==> src/rtl/pipeline_pkg.sv <==
// Shared definitions for the pipeline hazard controller: state encoding,
// register-file address constants and the load-use hazard predicate.
package pipeline_pkg;

    // Register-file address width and the hard-wired zero register
    localparam int         REG_AW   = 5;
    localparam logic [4:0] REG_ZERO = 5'd0;

    // Sequencer state encoding
    localparam logic [1:0] ST_RUN    = 2'd0;
    localparam logic [1:0] ST_DRAIN  = 2'd1;
    localparam logic [1:0] ST_HALTED = 2'd2;

    typedef enum logic [1:0] {
        S_RUN    = ST_RUN,
        S_DRAIN  = ST_DRAIN,
        S_HALTED = ST_HALTED
    } hz_state_e;

    // A load in EX whose destination is a source of the instruction in ID.
    // Writes to the zero register never create a dependency.
    function automatic logic load_use_hazard(
        input logic              ex_mem_read,
        input logic [REG_AW-1:0] ex_rt,
        input logic [REG_AW-1:0] id_rs,
        input logic [REG_AW-1:0] id_rt,
        input logic              id_uses_rt
    );
        logic dep_rs;
        logic dep_rt;
        dep_rs = (ex_rt == id_rs);
        dep_rt = id_uses_rt && (ex_rt == id_rt);
        return ex_mem_read && (ex_rt != REG_ZERO) && (dep_rs || dep_rt);
    endfunction

endpackage : pipeline_pkg

==> src/rtl/pipeline_hazard_ctrl_sat_counter.sv <==
// Saturating up-counter used for the hazard performance counters.
// Holds at all-ones instead of wrapping.
module sat_counter #(
    parameter int W = 16
) (
    input  logic         i_clk,
    input  logic         i_rst_n,
    input  logic         i_inc,
    output logic [W-1:0] o_count
);

    logic [W-1:0] r_count;
    logic         w_at_max;

    assign w_at_max = &r_count;

    // Count qualified events, sticking at the maximum value
    always_ff @(posedge i_clk or negedge i_rst_n) begin
        if (!i_rst_n) begin
            r_count <= '0;
        end else if (i_inc && !w_at_max) begin
            r_count <= r_count + 1'b1;
        end
    end

    assign o_count = r_count;

endmodule : sat_counter

==> src/rtl/pipeline_hazard_ctrl.sv <==
// Stall/flush sequencer for the 5-stage pipeline (IF, ID, EX, MEM, WB).
// Handles load-use stalls, taken-branch squashes resolved in MEM and the
// HALT drain/freeze sequence. Control outputs are combinational so they act
// in the cycle the condition is seen; halted is registered.
// Optional macro HAZARD_PERF_CNT_EN: when defined, stall/flush performance
// counters are built; otherwise both counter ports are tied to zero.
module pipeline_hazard_ctrl
    import pipeline_pkg::*;
#(
    parameter int DRAIN_CYCLES = 3,
    parameter int CNT_W        = 16
) (
    input  logic              i_clk,
    input  logic              i_rst_n,
    input  logic [REG_AW-1:0] i_id_rs,
    input  logic [REG_AW-1:0] i_id_rt,
    input  logic              i_id_uses_rt,
    input  logic              i_ex_mem_read,
    input  logic [REG_AW-1:0] i_ex_rt,
    input  logic              i_mem_pc_src,
    input  logic              i_id_halt,
    input  logic              i_resume,
    output logic              o_pc_write,
    output logic              o_if_id_write,
    output logic              o_if_id_flush,
    output logic              o_id_ex_flush,
    output logic              o_ex_mem_flush,
    output logic              o_halted,
    output logic [CNT_W-1:0]  o_stall_cnt,
    output logic [CNT_W-1:0]  o_flush_cnt
);

    localparam int DW = (DRAIN_CYCLES > 1) ? $clog2(DRAIN_CYCLES) : 1;
    localparam logic [DW-1:0] DRAIN_LAST = DW'(DRAIN_CYCLES - 1);

    hz_state_e   r_state;
    logic [DW-1:0] r_drain_cnt;
    logic        r_halted;

    logic        w_luh;
    logic        w_branch;

    assign w_luh    = load_use_hazard(i_ex_mem_read, i_ex_rt, i_id_rs,
                                      i_id_rt, i_id_uses_rt);
    assign w_branch = i_mem_pc_src;

    // Pipeline enables and flushes from the current state and hazards
    always_comb begin
        o_pc_write     = 1'b1;
        o_if_id_write  = 1'b1;
        o_if_id_flush  = 1'b0;
        o_id_ex_flush  = 1'b0;
        o_ex_mem_flush = 1'b0;
        case (r_state)
            S_RUN: begin
                if (w_branch) begin
                    // Squash the three younger wrong-path instructions
                    o_if_id_flush  = 1'b1;
                    o_id_ex_flush  = 1'b1;
                    o_ex_mem_flush = 1'b1;
                end else if (w_luh) begin
                    // Hold PC and IF/ID, insert one bubble into EX
                    o_pc_write    = 1'b0;
                    o_if_id_write = 1'b0;
                    o_id_ex_flush = 1'b1;
                end else if (i_id_halt) begin
                    // HALT leaves ID as a bubble; nothing younger is fetched
                    o_pc_write    = 1'b0;
                    o_if_id_flush = 1'b1;
                    o_id_ex_flush = 1'b1;
                end
            end
            S_DRAIN: begin
                if (w_branch) begin
                    // Older branch taken: the HALT was wrong-path, redirect
                    o_if_id_flush  = 1'b1;
                    o_id_ex_flush  = 1'b1;
                    o_ex_mem_flush = 1'b1;
                end else begin
                    o_pc_write    = 1'b0;
                    o_if_id_write = 1'b0;
                    o_if_id_flush = 1'b1;
                    o_id_ex_flush = 1'b1;
                end
            end
            S_HALTED: begin
                o_pc_write     = 1'b0;
                o_if_id_write  = 1'b0;
                o_if_id_flush  = 1'b1;
                o_id_ex_flush  = 1'b1;
                o_ex_mem_flush = 1'b1;
            end
            default: begin
                o_pc_write     = 1'b1;
                o_if_id_write  = 1'b1;
            end
        endcase
    end

    // Sequencer state, drain timer and registered halted flag
    always_ff @(posedge i_clk or negedge i_rst_n) begin
        if (!i_rst_n) begin
            r_state     <= S_RUN;
            r_drain_cnt <= '0;
            r_halted    <= 1'b0;
        end else begin
            // halted follows the HALTED state one cycle later, and drops
            // together with the state when resume is taken
            r_halted <= (r_state == S_HALTED) && !i_resume;
            case (r_state)
                S_RUN: begin
                    if (!w_branch && !w_luh && i_id_halt) begin
                        r_state     <= S_DRAIN;
                        r_drain_cnt <= '0;
                    end
                end
                S_DRAIN: begin
                    if (w_branch) begin
                        r_state     <= S_RUN;
                        r_drain_cnt <= '0;
                    end else if (r_drain_cnt == DRAIN_LAST) begin
                        r_state     <= S_HALTED;
                        r_drain_cnt <= '0;
                    end else begin
                        r_drain_cnt <= r_drain_cnt + 1'b1;
                    end
                end
                S_HALTED: begin
                    if (i_resume) begin
                        r_state <= S_RUN;
                    end
                end
                default: begin
                    r_state     <= S_RUN;
                    r_drain_cnt <= '0;
                end
            endcase
        end
    end

    assign o_halted = r_halted;

`ifdef HAZARD_PERF_CNT_EN
    logic w_stall_inc;
    logic w_flush_inc;

    // A stall cycle is a load-use hold in RUN not overridden by a branch
    assign w_stall_inc = (r_state == S_RUN) && w_luh && !w_branch;
    // A flush event is any taken branch seen while instructions still flow
    assign w_flush_inc = (r_state != S_HALTED) && w_branch;

    sat_counter #(
        .W (CNT_W)
    ) u_stall_cnt (
        .i_clk   (i_clk),
        .i_rst_n (i_rst_n),
        .i_inc   (w_stall_inc),
        .o_count (o_stall_cnt)
    );

    sat_counter #(
        .W (CNT_W)
    ) u_flush_cnt (
        .i_clk   (i_clk),
        .i_rst_n (i_rst_n),
        .i_inc   (w_flush_inc),
        .o_count (o_flush_cnt)
    );
`else
    assign o_stall_cnt = '0;
    assign o_flush_cnt = '0;
`endif

endmodule : pipeline_hazard_ctrl

==> config.mk <==
export PLATFORM = sky130hd
export DESIGN_NAME = pipeline_hazard_ctrl
export DESIGN_NICKNAME = d
export VERILOG_FILES = /design/src/rtl/pipeline_pkg.sv /design/src/rtl/pipeline_hazard_ctrl_sat_counter.sv /design/src/rtl/pipeline_hazard_ctrl.sv
export SDC_FILE = /design/constraint.sdc
export NUM_CORES = 1
export LEC_CHECK = 0
export BUFFER_PORTS_ARGS = -buffer_cell sky130_fd_sc_hd__buf_2
export CORE_UTILIZATION = 43
export DETAILED_ROUTE_END_ITERATION = 6
export PLACE_DENSITY = 0.95
export SETUP_SLACK_MARGIN = 0.1
export SYNTH_ARGS = -nofsm -noshare
export SYNTH_HDL_FRONTEND = slang
export SYNTH_SLANG_ARGS = --single-unit
==> constraint.sdc <==
create_clock -name i_clk -period 2.4 [get_ports i_clk]
set_input_delay 0.24 -clock i_clk [delete_from_list [all_inputs] [get_ports i_clk]]
set_output_delay 0.24 -clock i_clk [all_outputs]
set_load 0.05 [all_outputs]
# == After elaboration in Yosys (flattened, before gate mapping) ==
# Cells that the tools add are included.
# totals
ff_bits,5
input_bits,22
# op_classes
addsub,1
eq_ne,8
mux,25
bitwise_logic,1
reduce_logical,16
# op_table
cell,n
$mux W2,7
$pmux W2 S3,2
$mux W1,11
$eq A5 B5 Y1,2
$logic_and A1 B1 Y1,6
$pmux W1 S2,3
$pmux W1 S3,2
$reduce_bool A5 Y1,1
$eq A2 B2 Y1 const B,2
$ne A2 B2 Y1 const B,2
$reduce_or A2 Y1,2
$logic_not A1 Y1,3
$ne A3 B3 Y1 const B,1
$reduce_and A3 Y1,1
$add A2 B1 Y2 const B,1
$eq A2 B1 Y1 const B,1
$logic_not A2 Y1,1
$reduce_and A2 Y1,1
$logic_or A1 B1 Y1,1
$not A1 Y1,1

# == Longest topological paths before layout ==
# Gate-level depths: netlist (run 1).
# depth
ltp_word,9
ltp_mapped,7
mapped_depth_nobuf,7

# == Worst setup path after synthesis (run 1) ==
# OpenSTA, ideal clock, no wires.
# synth_path
path_kind,input port to output port
startpoint,input i_ex_rt[3]
endpoint,output o_id_ex_flush
arrival_time_ns,1.881
required_ns,2.160
setup_slack_ns,0.279
cell_stages,5
path_buffers,0
path_cell_list,xor2_1 > nor4_2 > a32oi_2 > or2_4 > a21oi_1
# synth_between
elab_chain_cells,7
elab_cells_between_ends,10
cone_classes,2 x eq/ne; 3 x mux; 5 x reduce/logical
# synth_rtl
element,line_no,source
start: declaration,pipeline_hazard_ctrl.sv:19,"input logic [REG_AW-1:0] i_ex_rt,"
$eq A5 B5 Y1,pipeline_pkg.sv:32,dep_rt = id_uses_rt && (ex_rt == id_rt);
$logic_and A1 B1 Y1,pipeline_pkg.sv:32,
$logic_or A1 B1 Y1,pipeline_pkg.sv:33,return ex_mem_read && (ex_rt != REG_ZERO) && (dep_rs || dep_rt);
$logic_and A1 B1 Y1 (*),pipeline_pkg.sv:33,
$mux W1 (*),pipeline_hazard_ctrl.sv:61,end else if (w_luh) begin
$mux W1 (*),pipeline_hazard_ctrl.sv:56,if (w_branch) begin
$pmux W1 S2 (*),pipeline_hazard_ctrl.sv:54,case (r_state)
end: declaration,pipeline_hazard_ctrl.sv:26,"output logic o_id_ex_flush,"
# Every way passes the cells marked *; elsewhere a longest branch is shown, timed or not.

# == Final worst setup path (run 1) ==
# layout_path
startpoint,register r_state[0]
endpoint,output o_if_id_write
# layout_between
elab_chain_cells,2
elab_cells_between_ends,4
cone_classes,2 x eq/ne; 1 x mux; 1 x reduce/logical
# layout_rtl
element,line_no,source
start: declaration,pipeline_hazard_ctrl.sv:36,hz_state_e r_state;
start signal: assignment,pipeline_hazard_ctrl.sv:103,r_state <= S_RUN;
start signal: assignment,pipeline_hazard_ctrl.sv:113,r_state <= S_DRAIN;
start signal: assignment,pipeline_hazard_ctrl.sv:119,r_state <= S_RUN;
$eq A2 B2 Y1 (tied with other cells),pipeline_hazard_ctrl.sv:54,
$pmux W1 S3 (*),pipeline_hazard_ctrl.sv:54,
end: declaration,pipeline_hazard_ctrl.sv:24,"output logic o_if_id_write,"
# Marks and branches as above.

==> flow_summary.toml, run 1 <==
[timing]
period_share_pct = 88.33
tns_ns = 0
rsz0062_at_grt = "false"
layout_setup_ws_ns = 0.2802
drv_slew = 0
finalCriticalPeriod_ns = 2.120
clock.fmax_mhz = 471.7
fin_worst_skew_ns = 0.0008064
finalHoldViolCount = 0
setup_viol = 0
whs_ns = 0.1666

[detailed_routing]
avgRoutedWirePerCell_um = 9.533
viasPerCell = 4.247
first_pass_iters = 4
drc = 0
drt_wl_total_um = 1430
drt_iter0_drc = 11
vias = 637
antenna_left = 0

[power]
p_int_mw = 0.3642
combPwrFrac_pct = 73.2
power_switching_mw = 0.5095
p_total_mw = 0.8738
irDropWorstVdd_mv = 0.6240
seq_power_share_pct = 15.9
cellPowerDensity_nw_per_um2 = 986.3
leakagePower_nw = 0.4691
p_clk_share_pct = 10.9
p_sw_share_pct = 58.31

[synthesis]
synth_top_family_by_area = "buffers and inverters"
synthAdderAreaFrac_pct = 6.173
synthMuxAreaShare_pct = 3.704
synth_seq_cells = 5
syn_avg_cell_area_sq_um = 8.535
synth-simple-area-share_pct = 15.43
synth_compound_area_share_pct = 16.51
synth.distinct_cells = 31
synth-xor-area-share_pct = 10.80
seq_area_frac_synth_pct = 15.43
netlist_instances = 95
ys_top_cells_by_area = "buf_4, dfrtp_1, xor2_1"
yosysTopAreaCell = "buf_4"
netlist.area_leader.share_pct = 29.63
syn_area_sq_um = 810.8
ys_warn_count = 0

[outcome]
status = "completed"

[place]
postPlaceCellArea_sq_um = 849.6
dp_slack_ns = 0.3560
dp_hpwl_um = 1230
place_congestion = 0.7138
io_buffers = 27

[layout]
diodes = 0
n_fill_cell = 175
drive_above_1_share_pct = 30.40
final_cell_area_sq_um = 885.9
syn_to_final_growth_pct = 9.259
nets = 152

[min_path]
holdCritPathClass = "input port to flop"

[cts]
clock-sinks = 5
clk_pin_slew_ns = 0.04
cts_buffer_depth = 2
cts_tree = "done"
root_buffer = "clkbuf_4"
worstSkewPairLatency_ns = 0.24
cts_made_buffers = 3
htree_levels = 1

[setup_path]
crit_type = "flop to primary output"
worstSetupEndpointType = "primary output"
path_cells = "inv_1 > ha_1 > or2_2 > a221o_1 > buf_2"
cp.arrival_ns = 1.88
startpoint_type = "flop"
cp.required_ns = 2.16
critical-path-slowest-cell = "dfrtp_1"
crit_fanout = 7
critPathMaxStageDelay_ns = 0.42

[grt]
grt_max_degree = 9
overflow = 0
grt_pass1_vias = 579
antenna_found_initial = 0
grt_pass1_wl_um = 2366
grt_use_total_pct = 16.03

[floorplanning]
dieArea_sq_um = 2063
fp-row-count = 15
initial_core_util_pct = 46.45
ioPinCount = 60
core_sq_um = 1745
die_w_um = 45.42
die_height_um = 45.42

[run]
drv_cap = 0
==> worst max-delay path, delay by kind of cell, from the launching register on <==
| kind | cells | cell delay, ns |
|---|---|---|
| buf+inv | 2 | 0.30 |
| flops | 1 | 0.42 |
| simple gates | 1 | 0.31 |
| fa+ha+maj | 1 | 0.28 |
| compound gates | 1 | 0.34 |
==> worst paths after layout <==
check / startpoint / end / slack [ns] / cells past startpoint
setup reg to reg: r_state[0] / r_drain_cnt[0] / 0.59 / 6
hold / removal: i_resume / o_halted / 0.17 / 2
min in group asynchronous: i_rst_n / o_halted / 0.34 / 2
hold reg to reg: r_drain_cnt[1] / r_drain_cnt[1] / 0.57 / 1
setup / recovery: r_state[0] / o_if_id_write / 0.28 / 5
max in group asynchronous: i_rst_n / r_drain_cnt[0] / 1.93 / 2
==> per-stage QoR <==
step	instances	utilization, %
final	150	50.75
after global routing	150	50.75
after CTS	150	50.75
after detailed placement	145	48.67
after global placement	145	48.67
after floorplan	126	-
==> metal layers <==
layer	vias to the layer above	part of all wire, %	GRT usage (%)	wire, um
li1	317	-	-	-
met1	293	38	16.42	547
met2	27	57	30.29	810
met3	0	5.0	4.762	72
met4	0	0	5.455	0
met5	-	0	0	0
==> cell usage after synthesis <==
cell       count
or4_1          1
a32oi_2        1
xnor2_1        1
a221o_1        2
conb_1         1
a21oi_1        5
or2_4          1
o211ai_1       1
inv_1          3
xor2_1         9
a21bo_4        1
nor3b_1        2
o21ai_2        1
o21ai_0        1
o21bai_1       1
nor2_1         5
o2111ai_1      1
dfrtp_1        5
nor3_1         2
nor4_2         1
nand2_1        2
nor2b_1        3
nand2b_1       2
clkbuf_1       1
ha_1           4
o2111a_1       1
buf_4         32
o21a_1         1
mux2_4         2
nand3b_1       1
or2_2          1
==> cells in the final DEF, fill, tap and decap left out <==
master and instances:
conb_1 32, buf_2 27, xor2_1 9, nor2_1 5, a21oi_1 5, dfrtp_1 5
ha_1 4, nor2b_1 3, inv_1 3, clkbuf_4 3, nor3_1 2, a221o_1 2
nand2_1 2, nor3b_1 2, mux2_4 2, nand2b_1 2, or2_2 1, or4_1 1
o21ai_2 1, nor4_2 1, xnor2_1 1, a32oi_2 1, or2_4 1, o21ai_0 1
o21bai_1 1, a21bo_4 1, o2111a_1 1, o21a_1 1, o2111ai_1 1, nand3b_1 1
o211ai_1 1, clkbuf_1 1, dlygate4sd3_1 1
==> state kept, by name (all words and copies together), names as in the netlist <==
| register | flops |
|---|---|
| r_state | 2 |
| r_drain_cnt | 2 |
| o_halted | 1 |
==> power by group through the flow <==
stage	logic (mW)	clock network, mW	registers (mW)
finish	0.639	0.0953	0.139
global route	0.683	0.108	0.144
CTS	0.639	0.101	0.140
detailed placement	0.637	0	0.141
global placement	0.622	0	0.137
floorplan	0.558	0	0.146
==> cell families (layout without fill, tap and decap cells) <==
logic type                 Yosys count  after routing
and+or+nand+nor                     21             21
DFF                                  5              5
muxes                                2              2
buffers and inverters               36             35
xor gates and xnor gates            10             10
AOI/OAI and AO/OA                   16             16
adders and majority gates            4              4
other                                1             32
==> final cells by class <==
cell class	count	area [sq um]	area share (%)
Inverter	3	11.26	1.271
Tap cell	25	31.28	3.531
Clock buffer	4	26.28	2.966
Sequential cell	5	125.1	14.12
Multi-Input combinational cell	85	546.8	61.72
Timing Repair Buffer	28	145.1	16.38
==> timing repair <==
action / 4_1_cts / 5_1_grt
setup buffers: 0 / 0
gates resized for setup: 0 / 0
hold buffers: 1 / 0
hold endpoints to repair: 5 / 0
endpoints found under the setup margin: 0 / 0
Note: power is estimated with default switching activity, not from simulation.
==> run 2: changes to the inputs <==
--- a/config.mk
+++ b/config.mk
@@ -6,9 +6,11 @@
 export NUM_CORES = 1
 export LEC_CHECK = 0
 export BUFFER_PORTS_ARGS = -buffer_cell sky130_fd_sc_hd__buf_2
-export CORE_UTILIZATION = 43
+export CELL_PAD_IN_SITES_DETAIL_PLACEMENT = 1
+export CELL_PAD_IN_SITES_GLOBAL_PLACEMENT = 1
+export CORE_UTILIZATION = 27
 export DETAILED_ROUTE_END_ITERATION = 6
-export PLACE_DENSITY = 0.95
+export PLACE_DENSITY = 0.89
 export SETUP_SLACK_MARGIN = 0.1
 export SYNTH_ARGS = -nofsm -noshare
 export SYNTH_HDL_FRONTEND = slang
==> constraint.sdc (replaced) <==
create_clock -name i_clk -period 2.25 [get_ports i_clk]
set_input_delay 0.225 -clock i_clk [delete_from_list [all_inputs] [get_ports i_clk]]
set_output_delay 0.225 -clock i_clk [all_outputs]
set_load 0.05 [all_outputs]
==> flow_summary.toml, run 2 (synthesis gave the netlist of run 1 again) <==
[timing]
fin_worst_skew_ns = 0.002329
drv_slew = 0
setup_viol = 0
rsz0062_at_grt = "false"
clock.fmax_mhz = 484.1
tns_ns = 0
finalHoldViolCount = 0
finalCriticalPeriod_ns = 2.066
period_share_pct = 91.80

[detailed_routing]
antenna_left = 0
avgRoutedWirePerCell_um = 10.58
first_pass_iters = 6
viasPerCell = 4.278
vias = 676
drc = 14
drt_iter0_drc = 29
drt_wl_total_um = 1672

[grt]
grt_pass1_vias = 639
antenna_found_initial = 0
grt_pass1_wl_um = 2697
overflow = 0
grt_max_degree = 9
grt_use_total_pct = 10.66

[setup_path]
cp.required_ns = 2.03
crit_fanout = 4
cp.arrival_ns = 1.84
r2r_cells = 6
startpoint_type = "flop"
r2r-start = "r_state[0]"
worstSetupEndpointType = "primary output"
r2r_slack_ns = 0.50
r2r_end = "r_drain_cnt[0]"
crit_type = "flop to primary output"

[place]
place_congestion = 0.7500
dp_hpwl_um = 1398
io_buffers = 27

[floorplanning]
core_sq_um = 2805
die_w_um = 56.80
initial_core_util_pct = 28.90
dieArea_sq_um = 3226
fp-row-count = 19
ioPinCount = 60
die_height_um = 56.80

[layout]
syn_to_final_growth_pct = 12.50
diodes = 0
final_common_cell = "conb_1"
n_fill_cell = 364
final_util_pct = 32.52
drive_above_1_share_pct = 33.07
mostFrequentLayoutCells = "conb_1, buf_2, xor2_1, nor2_1, a21oi_1"
nets = 154

[cts]
cts_tree = "done"
worstSkewPairLatency_ns = 0.24
clk_pin_slew_ns = 0.04
clock-sinks = 5
root_buffer = "clkbuf_4"
htree_levels = 1
cts_buffer_depth = 2
cts_made_buffers = 3

[min_path]
min_to = "o_halted"
hp-start = "i_resume"
holdCritPathClass = "input port to flop"
whs_path_depth = 2

[run]
drv_cap = 0

[power]
cellPowerDensity_nw_per_um2 = 1070
leakagePower_nw = 0.4767
irDropWorstVdd_mv = 0.2333

[outcome]
status = "complete, but fails checks"
violations = "design-rule violations"
## run 2: cell count changes in the layout (fill, tap and decap cells not counted)
| cell | before | now |
|---|---|---|
| buf_4 | 0 | 2 |
| dfrtp_1 | 5 | 4 |
| dfrtp_2 | 0 | 1 |
| ha_1 | 4 | 3 |
| ha_2 | 0 | 1 |
## run 2: how the worst max path moves through the flow
stage                from             to  slack (ns)
2_1_floorplan  i_ex_rt[3]  o_id_ex_flush        0.16
3_3_place_gp   i_ex_rt[3]     o_pc_write        0.26
3_5_place_dp   i_ex_rt[3]     o_pc_write        0.24
4_1_cts        r_state[0]     o_pc_write        0.12
5_1_grt        r_state[0]     o_pc_write        0.09
6_report       r_state[0]     o_pc_write        0.18
## run 2: cell type report
cell class                 instances  area, sq um  area share [%]
clock buffer                       4        26.28           2.881
inverter                           3        11.26           1.235
multi-input combinational         85        549.3           60.22
sequential                         5        126.4           13.85
tap                               31        38.79           4.252
timing repair buffer              30        160.2           17.56
## run 2: power by group
group	switching, mW	leakage, nW	internal, mW	total [mW]
combinational	0.499	0.396	0.227	0.726
sequential	0.0286	0.0657	0.119	0.148
clock	0.0354	0.0150	0.0669	0.102
## run 2: critical path: stages (launching register included)
cell,delay [ns]
dfrtp_1,0.40
buf_4,0.15
ha_1,0.19
or2_2,0.31
a221o_1,0.34
buf_2,0.21
## run 2: through the flow
step	hold WS (ns)	power, mW	setup slack [ns]	std cells	instance area [sq um]
4_1_cts	0.1457	0.9594	0.1172	156	893.4
3_3_place_gp	0.04301	0.8175	0.2649	151	857.1
6_report	0.1529	0.9756	0.1844	158	912.1
5_1_grt	0.1478	1.042	0.09457	158	912.1
2_1_floorplan	-0.07059	0.7508	0.1590	126	927.1
3_5_place_dp	0.04357	0.8438	0.2359	151	857.1
## run 2: routing by layer
| layer | up-vias | routed length (um) | track usage (%) |
|---|---|---|---|
| met5 | - | 0 | 0 |
| li1 | 321 | - | - |
| met4 | 0 | 15 | 5.226 |
| met3 | 2 | 190 | 2.074 |
| met2 | 45 | 853 | 19.56 |
| met1 | 308 | 612 | 11.56 |
## run 2: timing repair
item                                    in CTS  in global routing
gates resized for setup                      0                  2
endpoints found under the setup margin       0                  2
hold buffers                                 1                  0
buffers inserted                             0                  2
endpoints found under the hold margin        5                  0
